File: config.mk
export PLATFORM = sky130hd
export DESIGN_NAME = hazard_scoreboard
export DESIGN_NICKNAME = d
export VERILOG_FILES = /design/src/rtl/rv_pkg.sv /design/src/rtl/rv_src_decode.sv /design/src/rtl/hazard_scoreboard.sv
export SDC_FILE = /design/constraint.sdc
export NUM_CORES = 1
export LEC_CHECK = 0
export BUFFER_PORTS_ARGS = -buffer_cell sky130_fd_sc_hd__buf_4
export CAP_MARGIN = 10
export CORE_AREA = 2 2 122 124
export DETAILED_ROUTE_END_ITERATION = 10
export DIE_AREA = 0 0 124 126
export SETUP_SLACK_MARGIN = 0.4
export SLEW_MARGIN = 5
export SYNTH_ARGS = -nofsm -noshare
export SYNTH_HDL_FRONTEND = slang
export SYNTH_SLANG_ARGS = --single-unit
File: constraint.sdc
create_clock -name i_clk -period 5 [get_ports i_clk]
set_clock_uncertainty 0.1 [all_clocks]
set_input_delay 0.5 -clock i_clk [delete_from_list [all_inputs] [get_ports i_clk]]
set_output_delay 0.5 -clock i_clk [all_outputs]
set_load 0.005 [all_outputs]
File: src/rtl/rv_pkg.sv
// Shared RV32I pipeline definitions.
// Contents:
//   - Opcode constants used by the ID-stage source decode.
//   - Scoreboard slot type: {vld, rd}.
//   - The ID/EX control bundle and its all-zero NOP value.
package rv_pkg;

  localparam logic [6:0] OP_R     = 7'b0110011;
  localparam logic [6:0] OP_S     = 7'b0100011;
  localparam logic [6:0] OP_B     = 7'b1100011;
  localparam logic [6:0] OP_IMM   = 7'b0010011;
  localparam logic [6:0] OP_LOAD  = 7'b0000011;
  localparam logic [6:0] OP_JALR  = 7'b1100111;
  localparam logic [6:0] OP_LUI   = 7'b0110111;
  localparam logic [6:0] OP_AUIPC = 7'b0010111;
  localparam logic [6:0] OP_JAL   = 7'b1101111;

  // One in-flight register write tracked by the scoreboard.
  typedef struct packed {
    logic       vld;
    logic [4:0] rd;
  } slot_t;

  localparam slot_t SLOT_EMPTY = '{vld: 1'b0, rd: 5'd0};

  // ID/EX control bundle; a bubble loads CTRL_NOP.
  typedef struct packed {
    logic reg_wr;
    logic mem_rd;
    logic mem_wr;
    logic branch;
    logic jump;
    logic alu_src;
  } ctrl_t;

  localparam ctrl_t CTRL_NOP = '0;

endpackage

File: src/rtl/rv_src_decode.sv
// Combinational source/destination register decode for the ID instruction.
// Ports:
//   i_instr     raw 32-bit instruction
//   o_rs1_used  instruction reads rs1
//   o_rs2_used  instruction reads rs2
//   o_rs1/o_rs2/o_rd  register fields [19:15]/[24:20]/[11:7]
module rv_src_decode
  import rv_pkg::*;
(
  input  logic [31:0] i_instr,
  output logic        o_rs1_used,
  output logic        o_rs2_used,
  output logic [4:0]  o_rs1,
  output logic [4:0]  o_rs2,
  output logic [4:0]  o_rd
);

  assign o_rs1 = i_instr[19:15];
  assign o_rs2 = i_instr[24:20];
  assign o_rd  = i_instr[11:7];

  // funct3/funct7 do not affect which registers are read.
  logic unused_fields;
  assign unused_fields = ^{i_instr[31:25], i_instr[14:12]};

  always_comb begin
    o_rs1_used = 1'b0;
    o_rs2_used = 1'b0;
    case (i_instr[6:0])
      OP_R, OP_S, OP_B: begin
        o_rs1_used = 1'b1;
        o_rs2_used = 1'b1;
      end
      OP_IMM, OP_LOAD, OP_JALR: begin
        o_rs1_used = 1'b1;
      end
      // LUI/AUIPC/JAL and unknown opcodes read no registers.
      OP_LUI, OP_AUIPC, OP_JAL: ;
      default: ;
    endcase
  end

endmodule

File: src/rtl/hazard_scoreboard.sv
// RAW hazard scoreboard for a non-forwarding 5-stage RV32I pipeline.
// Tracks register writers in EX/MEM/WB, stalls a dependent ID instruction,
// and turns an EX redirect into an IF/ID flush plus ID/EX bubble.
// Ports:
//   i_clk, i_rst_n      clock, asynchronous active-low reset
//   i_id_instr          ID-stage instruction
//   i_id_insn_vld       ID instruction is valid
//   i_id_rd_wren        ID instruction writes rd
//   i_ex_redirect       EX resolved a taken branch/jump
//   o_stall             hold PC and IF/ID
//   o_id_ex_bubble      load NOP into ID/EX
//   o_if_id_flush       invalidate IF/ID
//   o_stall_cnt/o_flush_cnt  saturating event counters
module hazard_scoreboard
  import rv_pkg::*;
#(
  parameter int WB_BYPASS = 1,
  parameter int CNT_W     = 32
) (
  input  logic             i_clk,
  input  logic             i_rst_n,
  input  logic [31:0]      i_id_instr,
  input  logic             i_id_insn_vld,
  input  logic             i_id_rd_wren,
  input  logic             i_ex_redirect,
  output logic             o_stall,
  output logic             o_id_ex_bubble,
  output logic             o_if_id_flush,
  output logic [CNT_W-1:0] o_stall_cnt,
  output logic [CNT_W-1:0] o_flush_cnt
);

  logic       rs1_used, rs2_used;
  logic [4:0] rs1, rs2, rd;

  rv_src_decode u_src_decode (
    .i_instr    (i_id_instr),
    .o_rs1_used (rs1_used),
    .o_rs2_used (rs2_used),
    .o_rs1      (rs1),
    .o_rs2      (rs2),
    .o_rd       (rd)
  );

  slot_t ex_q, ex_d, mem_q, mem_d, wb_q, wb_d;
  logic [CNT_W-1:0] stall_cnt_q, stall_cnt_d, flush_cnt_q, flush_cnt_d;
  logic hazard, stall, bubble, flush;

  function automatic logic slot_hit(input slot_t s, input logic used, input logic [4:0] rs);
    return s.vld && used && (rs != 5'd0) && (s.rd == rs);
  endfunction

  function automatic logic any_hit(input slot_t s, input logic u1, input logic [4:0] r1,
                                   input logic u2, input logic [4:0] r2);
    return slot_hit(s, u1, r1) || slot_hit(s, u2, r2);
  endfunction

  always_comb begin
    hazard = 1'b0;
    if (i_id_insn_vld) begin
      hazard = any_hit(ex_q, rs1_used, rs1, rs2_used, rs2)
            || any_hit(mem_q, rs1_used, rs1, rs2_used, rs2)
            || ((WB_BYPASS == 0) && any_hit(wb_q, rs1_used, rs1, rs2_used, rs2));
    end

    // Redirect wins over hazard: the ID instruction is being killed anyway.
    // Outputs are gated by reset so they drop the instant reset asserts.
    stall  = 1'b0;
    bubble = 1'b0;
    flush  = 1'b0;
    if (i_rst_n) begin
      if (i_ex_redirect) begin
        flush  = 1'b1;
        bubble = 1'b1;
      end else if (hazard) begin
        stall  = 1'b1;
        bubble = 1'b1;
      end
    end

    // Only an instruction actually advancing into EX is recorded as a writer.
    ex_d = SLOT_EMPTY;
    if (i_id_insn_vld && i_id_rd_wren && (rd != 5'd0) && !stall && !i_ex_redirect) begin
      ex_d = '{vld: 1'b1, rd: rd};
    end
    mem_d = ex_q;
    wb_d  = mem_q;

    stall_cnt_d = stall_cnt_q;
    if (stall && !(&stall_cnt_q)) begin
      stall_cnt_d = stall_cnt_q + CNT_W'(1);
    end
    flush_cnt_d = flush_cnt_q;
    if (flush && !(&flush_cnt_q)) begin
      flush_cnt_d = flush_cnt_q + CNT_W'(1);
    end
  end

  always_ff @(posedge i_clk or negedge i_rst_n) begin
    if (!i_rst_n) begin
      ex_q        <= SLOT_EMPTY;
      mem_q       <= SLOT_EMPTY;
      wb_q        <= SLOT_EMPTY;
      stall_cnt_q <= '0;
      flush_cnt_q <= '0;
    end else begin
      ex_q        <= ex_d;
      mem_q       <= mem_d;
      wb_q        <= wb_d;
      stall_cnt_q <= stall_cnt_d;
      flush_cnt_q <= flush_cnt_d;
    end
  end

  assign o_stall        = stall;
  assign o_id_ex_bubble = bubble;
  assign o_if_id_flush  = flush;
  assign o_stall_cnt    = stall_cnt_q;
  assign o_flush_cnt    = flush_cnt_q;

endmodule
==> impl_metrics.ini, run 1 <==
[cts]
clk_pin_slew_ns = 0.06
cts_max_level = 3
cts_hold_buf = 0
cts_setup_buffers = 0
cts_buffers = 9
clock-root-buffer = clkbuf_16
clockBufferDepth = 2
cts_tree = done
worstSkewPairLatency_ns = 0.34
clock_sinks = 76
cts_resized = 0

[worst_hold_path]
hp-class = in -> reg
hp-start = i_id_instr[9]
min_path_cells = 2
min_to = ex_q[2]$_DFF_PN0_

[global_route]
first_global_vias = 3156
track_usage = 0.125
grt_overflow = 0
grt_pass1_wl_um = 15300
grt_start_max_net_pins = 77
antenna_found_initial = 0

[worst_setup_path]
start_kind = flop
r2r_cells = 7
path_cells = ha_1, nand3_1, and2b_1, nand4_1, nor2_2, nor3_1, mux2_2
critPathKind = reg -> reg
r2r-start = o_stall_cnt[0]$_DFFE_PN0P_
cp.required_ns = 5.12
cpPeakStageDelay_ns = 0.99
critPathBufInv = 0
slowest_stage = nor2_2
cp_data_arrival_time_ns = 3.24
rr_endpoint = o_stall_cnt[1]$_DFFE_PN0P_
critPathCaptureType = flop
r2r_setup_slack_ns = 1.88
path_delay_family = simple AND/OR/NAND/NOR gates
worst-path-max-fanout = 31

[yosys]
synth-seq-cells = 76
syn_avg_cell_area_um2 = 10.4
synth-async-reset-ratio = 1.00
syn-num-nets = 408
synth_cell_types = 38
synth_warnings = 0
synthCells = 369
synth_area_mm2 = 0.00382
ys.flop_type = dfrtp_1
synth-edff-count = 0
seq_area_frac_synth = 0.498

[final_layout]
num-nets-final = 506
num_antenna_cells = 0
final_cell_mix = buf_4, dfrtp_1, xnor2_1
drive_gt1_frac = 0.254
areaGrowthSynthToFinish_pct = 30.8
fin_util = 0.349
final_cell_count_no_fill = 656
mostFrequentLayoutCell = buf_4

[route]
antenna_left = 0
drc = 0
drtIter0Drc = 211
post_drt_via_cell_ratio = 4.75
vias = 3118
wirelength_um = 9440
wl_per_cell_um = 14.4
drtPass1Iterations = 4

[floorplan]
die_height_um = 126
start_util = 0.267
die_w_um = 124
num_io_pins = 104
core_area_mm2 = 0.0143
dieArea_mm2 = 0.0156
rows = 44

[place]
dp.cells = 640
numPortBuffers = 93
dp_slack_ns = 1.88
dp_hpwl_um = 6840
gp_congestion = 0.832

[timing]
finalSetupViolations = 0
setup_tns_ns = 0
layout_setup_ws_ns = 1.88
slew_headroom = 0.202
rsz0062_at_grt = false
worst_slew_pin_slew_ns = 1.20
post-route-min-period_ns = 3.12
hold_violations = 0
maxSlewViolCount = 0
max_freq_mhz = 320
min_period_over_period = 0.624

[power_and_ir_drop]
p_per_area_mw_per_mm2 = 285
p_leak_nw = 2.36
peakVddDrop_mv = 0.229

[flow_run]
drv_cap = 0

[status]
outcome = completed
metrics by stage:
step / instance area, µm² / hold WS, ns / power, mW
after CTS: 5000 / 0.266 / 1.45
after detailed placement: 4720 / 0.311 / 0.831
final: 5000 / 0.281 / 1.42
after global routing: 5000 / 0.284 / 1.50
after global placement: 4720 / 0.310 / 0.824
after floorplan: 3820 / 0.104 / 0.738
power breakdown:
part | switching [mW] | internal [mW] | leakage [nW]
sequential | 0.0362 | 0.641 | 1.05
clock | 0.260 | 0.348 | 0.138
combinational | 0.0609 | 0.0762 | 1.17
per-layer routing:
layer / wire length (µm) / share of wire / track usage
met1: 4270 / 0.45 / 0.158
met2: 4300 / 0.46 / 0.192
met3: 704 / 0.075 / 0.0426
met4: 168 / 0.018 / 0.0595
met5: 0 / 0 / 0
logic make-up after synthesis:
family,synth area share
flops,0.498
compound gates,0.0216
mux,0.00589
xor+xnor,0.188
buf+inv,0.0203
fa+ha+maj,0.00655
simple gates,0.260
registers in the layout, summed over array words and instances, names as in the netlist:
signal and cells:
o_flush_cnt 32, o_stall_cnt 32, ex_q 6, mem_q 6
worst register-to-register path: stages (launching register included):
cell and delay [ns]:
dfrtp_1 0.43, ha_1 0.20, nand3_1 0.12, and2b_1 0.39, nand4_1 0.27, nor2_2 0.99, nor3_1 0.19, mux2_2 0.33
final cells by class:
cell class              count  area, µm²
inverters                   6       22.5
well taps                 184        230
clock inverters             6       40.0
repair buffers             96        721
fillers                  1438       9320
flip-flops and latches     76       1900
multi-input cells         278       1840
clock buffers              10        239
Yosys cell counts, types with 2 or more instances:
cell type | number | area share
dfrtp_1 | 76 | 0.50
xnor2_1 | 47 | 0.11
nand2_1 | 37 | 0.036
xor2_1 | 35 | 0.080
nand4_1 | 27 | 0.044
nand3_1 | 22 | 0.029
nor2_1 | 16 | 0.016
nor3_1 | 16 | 0.021
nor4_1 | 15 | 0.025
and3_1 | 13 | 0.021
or3_1 | 10 | 0.016
and2_1 | 9 | 0.015
inv_1 | 6 | 0.0059
clkbuf_1 | 4 | 0.0039
nor4b_1 | 3 | 0.0069
a31oi_1 | 2 | 0.0033
and4_1 | 2 | 0.0046
buf_2 | 2 | 0.0026
buf_6 | 2 | 0.0059
ha_1 | 2 | 0.0065
mux2_2 | 2 | 0.0059
nor3b_1 | 2 | 0.0039
o21ai_0 | 2 | 0.0026
o22ai_1 | 2 | 0.0033
or4_1 | 2 | 0.0039
worst max-delay path by stage:
stage / startpoint / to / slack [ns] / depth (start not counted)
finish: o_stall_cnt[0]$_DFFE_PN0P_ / o_stall_cnt[1]$_DFFE_PN0P_ / 1.88 / 7
global route: o_stall_cnt[0]$_DFFE_PN0P_ / o_stall_cnt[1]$_DFFE_PN0P_ / 1.60 / 7
CTS: o_stall_cnt[0]$_DFFE_PN0P_ / o_stall_cnt[1]$_DFFE_PN0P_ / 1.88 / 7
detailed placement: o_stall_cnt[0]$_DFFE_PN0P_ / o_stall_cnt[1]$_DFFE_PN0P_ / 1.88 / 7
global placement: i_id_instr[21] / o_id_ex_bubble / 1.89 / 8
floorplan: i_id_instr[21] / o_id_ex_bubble / 2.59 / 7
Note: power is estimated with default switching activity, not from simulation.
==> run 2: changes to the inputs <==
==> constraint.sdc (replaced) <==
create_clock -name i_clk -period 2.9 [get_ports i_clk]
set_clock_uncertainty 0.1 [all_clocks]
set_input_delay 0.29 -clock i_clk [delete_from_list [all_inputs] [get_ports i_clk]]
set_output_delay 0.29 -clock i_clk [all_outputs]
set_load 0.005 [all_outputs]
==> impl_metrics.ini, run 2 (synthesized netlist as in run 1, its figures left out) <==
[global_route]
grt_start_max_net_pins = 69
grt_overflow = 0
antenna_found_initial = 0
grt_pass1_wl_um = 15400
first_global_vias = 3084
track_usage = 0.127

[power_and_ir_drop]
clockPowerShare = 0.432
seq_power_share = 0.473
peakVddDrop_mv = 0.293
internal-power_mw = 1.87
power_mw = 2.47
power_frac_comb = 0.095
swShare = 0.245
power_switching_uw = 607
p_leak_nw = 2.38
p_per_area_mw_per_mm2 = 488

[timing]
slew_headroom = 0.433
rsz0062_at_grt = true
setup_tns_ns = 0
finalSetupViolations = 0
worst_slew_pin_slew_ns = 0.851
maxSlewViolCount = 0
post-route-min-period_ns = 2.41
max_freq_mhz = 415
hold_violations = 0
min_period_over_period = 0.832

[final_layout]
mostFrequentLayoutCell = buf_4
num-nets-final = 511
final_cell_mix = buf_4, dfrtp_1, xnor2_1
final_cell_count_no_fill = 662
drive_gt1_frac = 0.264
areaGrowthSynthToFinish_pct = 32.6

[worst_hold_path]
min_to = ex_q[3]$_DFF_PN0_
hp-start = i_id_instr[10]
min_path_cells = 2
hp-class = in -> reg

[cts]
worstSkewPairLatency_ns = 0.34
cts_buffers = 9
clock_sinks = 76
cts_setup_buffers = 0
clk_pin_slew_ns = 0.06
clockBufferDepth = 2
cts_tree = done
clock-root-buffer = clkbuf_16
cts_max_level = 3

[worst_setup_path]
cp.required_ns = 2.51
critPathKind = reg -> out
cp_data_arrival_time_ns = 2.02
worst_path_most_repeated_cell = buf_4
worst-path-max-fanout = 33
rr_endpoint = o_stall_cnt[1]$_DFFE_PN0P_
r2r_cells = 7
path_cells = xnor2_1, nand4_1, o22ai_2, a32oi_2, buf_4, o21ai_0, buf_4
start_kind = flop
cpPeakStageDelay_ns = 0.42
r2r-start = ex_q[1]$_DFF_PN0_
r2r_setup_slack_ns = 0.55
slowest_stage = dfrtp_1
critPathCaptureType = output port

[status]
outcome = completed

[flow_run]
drv_cap = 0

[route]
antenna_left = 0
drtIter0Drc = 163
post_drt_via_cell_ratio = 4.81
wl_per_cell_um = 14.5
drc = 0
wirelength_um = 9570
drtPass1Iterations = 5
vias = 3187

[floorplan]
rows = 44
core_area_mm2 = 0.0143
die_height_um = 126
dieArea_mm2 = 0.0156
start_util = 0.267
num_io_pins = 104
die_w_um = 124

[place]
numPortBuffers = 93
dp_hpwl_um = 6990
gp_congestion = 0.845
dp.cells = 644
==> run 2: layout make-up <==
type,instances,area (µm²)
multi-input cells,278,1860
flip-flops and latches,76,1900
clock inverters,4,31.3
well taps,184,230
diodes,1,2.50
inverters,6,22.5
fillers,1450,9250
repair buffers,101,764
clock buffers,12,256
==> run 2: worst max-delay path by stage <==
| stage | start | endpoint | slack [ns] | cells past startpoint |
|---|---|---|---|---|
| after floorplan | o_stall_cnt[0]$_DFFE_PN0P_ | o_stall_cnt[1]$_DFFE_PN0P_ | 0.72 | 8 |
| after global placement | o_stall_cnt[0]$_DFFE_PN0P_ | o_stall_cnt[10]$_DFFE_PN0P_ | 0.47 | 8 |
| after detailed placement | o_flush_cnt[0]$_DFFE_PN0P_ | o_flush_cnt[9]$_DFFE_PN0P_ | 0.48 | 7 |
| after CTS | ex_q[1]$_DFF_PN0_ | o_id_ex_bubble | 0.42 | 7 |
| after global routing | ex_q[1]$_DFF_PN0_ | o_id_ex_bubble | 0.32 | 7 |
| final | ex_q[1]$_DFF_PN0_ | o_id_ex_bubble | 0.49 | 7 |
==> run 2: metal layers <==
metal	wire (µm)	vias to the layer above	GRT usage
met4	138	0	0.0443
met2	4400	92	0.200
li1	-	1518	-
met5	0	-	0
met1	4440	1564	0.167
met3	589	13	0.0331
==> run 2: worst max-delay path, delay by kind of cell (launching register included) <==
kind	cells	cell delay (ns)
compound gates	3	0.55
flops	1	0.42
buf+inv	2	0.40
xor+xnor	1	0.19
simple gates	1	0.13
==> run 2: power by group through the flow <==
stage / Sequential [mW] / Clock (mW) / Combinational, mW
floorplan: 1.18 / 0 / 0.0940
global placement: 1.19 / 0 / 0.234
detailed placement: 1.19 / 0 / 0.240
CTS: 1.17 / 1.10 / 0.241
global route: 1.18 / 1.14 / 0.263
finish: 1.17 / 1.07 / 0.235
==> run 2: stage by stage <==
step	hold WS (ns)	util	instance area, µm²	setup slack (ns)
CTS	0.0582	0.353	5050	0.417
global placement	0.0357	0.332	4750	0.470
floorplan	-0.106	-	3820	0.719
detailed placement	0.0361	0.332	4750	0.478
global route	0.0639	0.354	5060	0.318
finish	0.0710	0.354	5070	0.489
==> run 2: repair_timing <==
item | in CTS | in global routing
endpoints found under the setup margin | 0 | 36
gates resized for setup | 0 | 4
hold endpoints to repair | 8 | 0
hold buffers | 1 | 0
==> run 3: changes to the inputs <==
==> constraint.sdc (replaced) <==
create_clock -name i_clk -period 2.2 [get_ports i_clk]
set_clock_uncertainty 0.1 [all_clocks]
set_input_delay 0.22 -clock i_clk [delete_from_list [all_inputs] [get_ports i_clk]]
set_output_delay 0.22 -clock i_clk [all_outputs]
set_load 0.005 [all_outputs]
==> impl_metrics.ini, run 3 (synthesized netlist as in run 1, its figures left out) <==
[final_layout]
areaGrowthSynthToFinish_pct = 79.9
mostFrequentLayoutCell = buf_4
final_cell_mix = buf_4, dfrtp_1, xnor2_1
drive_gt1_frac = 0.533
num_antenna_cells = 0
num-nets-final = 603

[cts]
clock_sinks = 76
clockBufferDepth = 2
clock-root-buffer = clkbuf_16
worstSkewPairLatency_ns = 0.34
cts_max_level = 3
cts_buffers = 9
clk_pin_slew_ns = 0.06
cts_tree = done

[route]
drtPass1Iterations = 4
wirelength_um = 12200
antenna_left = 0
vias = 3613
drtIter0Drc = 133
drc = 0
post_drt_via_cell_ratio = 4.80
wl_per_cell_um = 16.2

[place]
dp_hpwl_um = 7180
dp_slack_ns = -0.0634
gp_congestion = 0.811
numPortBuffers = 93

[timing]
maxSlewViolCount = 0
post-route-min-period_ns = 2.19
finalSetupViolations = 0
max_freq_mhz = 457
slew_headroom = 0.344
rsz0062_at_grt = true
hold_violations = 0
min_period_over_period = 0.994
worst_slew_pin_slew_ns = 0.983
layout_setup_ws_ns = 0.0135

[worst_setup_path]
cp_data_arrival_time_ns = 2.32
worst-path-max-fanout = 6
r2r_setup_slack_ns = 0.01
critPathCaptureType = flop
cp.required_ns = 2.33
start_kind = flop
critPathKind = reg -> reg

[global_route]
grt_start_max_net_pins = 77
track_usage = 0.150
first_global_vias = 3613
antenna_found_initial = 0
grt_pass1_wl_um = 18200
grt_overflow = 0

[power_and_ir_drop]
p_leak_nw = 3.21
p_per_area_mw_per_mm2 = 538
peakVddDrop_mv = 0.456
power_mw = 3.70

[floorplan]
die_height_um = 126
dieArea_mm2 = 0.0156
rows = 44
core_area_mm2 = 0.0143
num_io_pins = 104
start_util = 0.267
die_w_um = 124

[worst_hold_path]
hp-class = in -> reg

[flow_run]
drv_cap = 0

[status]
outcome = completed
run 3: changes by cell type in the layout (fill, tap and decap cells not counted), moves of 7 or more:
cell / before / now
buf_6: 1 / 17
nand3_1: 22 / 10
xnor2_2: 0 / 8
nand3_2: 0 / 8
nor3_4: 0 / 14
xnor2_1: 47 / 39
nor3_1: 16 / 3
nand2_1: 37 / 30
buf_4: 99 / 160
nor4_1: 15 / 0
nor4_4: 0 / 15
run 3: routing by layer:
metal,vias to the layer above,global-route usage,wire length [µm]
met1,1812,0.186,5040
met3,15,0.0313,473
met5,-,0,0
met2,77,0.252,6460
li1,1709,-,-
met4,0,0.0575,213
run 3: stage by stage:
step	util	TNS, ns	cells	instance area (µm²)	hold WS [ns]
after floorplan	-	0	369	3950	-0.176
final	0.480	0	753	6880	0.0148
after global routing	0.480	-0.323	753	6880	0.00936
after CTS	0.430	0	714	6160	0.00171
after global placement	0.352	-0.671	664	5040	0.305
after detailed placement	0.352	-0.981	664	5040	0.312
run 3: what timing repair did:
action | in CTS | in global routing
setup buffers | 30 | 35
gates resized for setup | 81 | 76
pin swaps | 56 | 88
hold endpoints to repair | 2 | 0
hold buffers | 2 | 0
setup endpoints to repair | 71 | 72
cloned | 2 | 4
run 3: critical path, cell delays in order (launching register included):
cell     delay (ns)
dfrtp_1        0.41
ha_4           0.19
nand3_4        0.07
and2b_2        0.22
nand4_1        0.12
buf_4          0.14
nor2_4         0.05
buf_8          0.14
buf_6          0.12
or3_1          0.38
xnor2_1        0.13
run 3: final timing paths:
path	from	end	cells past startpoint
min	i_id_instr[9]	ex_q[2]$_DFF_PN0_	2
max in group asynchronous	i_rst_n	o_flush_cnt[25]$_DFFE_PN0P_	2
max reg2reg	o_stall_cnt[1]$_DFFE_PN0P_	o_stall_cnt[30]$_DFFE_PN0P_	10
max	o_stall_cnt[1]$_DFFE_PN0P_	o_stall_cnt[30]$_DFFE_PN0P_	10
min reg2reg	ex_q[5]$_DFF_PN0_	mem_q[5]$_DFF_PN0_	0
min in group asynchronous	i_rst_n	o_stall_cnt[5]$_DFFE_PN0P_	2
run 3: cell type report:
type                            count  area (µm²)
Clock buffer                       13         270
Clock inverter                      3        67.6
Fill cell                        1299        7440
Inverter                            6        22.5
Multi-Input combinational cell    278        2670
Sequential cell                    76        1900
Tap cell                          184         230
Timing Repair Buffer              193        1720
run 3: power breakdown:
group	internal (mW)	total (mW)	switching, mW	leakage (nW)
registers	1.46	1.51	0.0513	1.05
logic	0.285	0.522	0.237	2.00
clock network	1.09	1.67	0.583	0.162
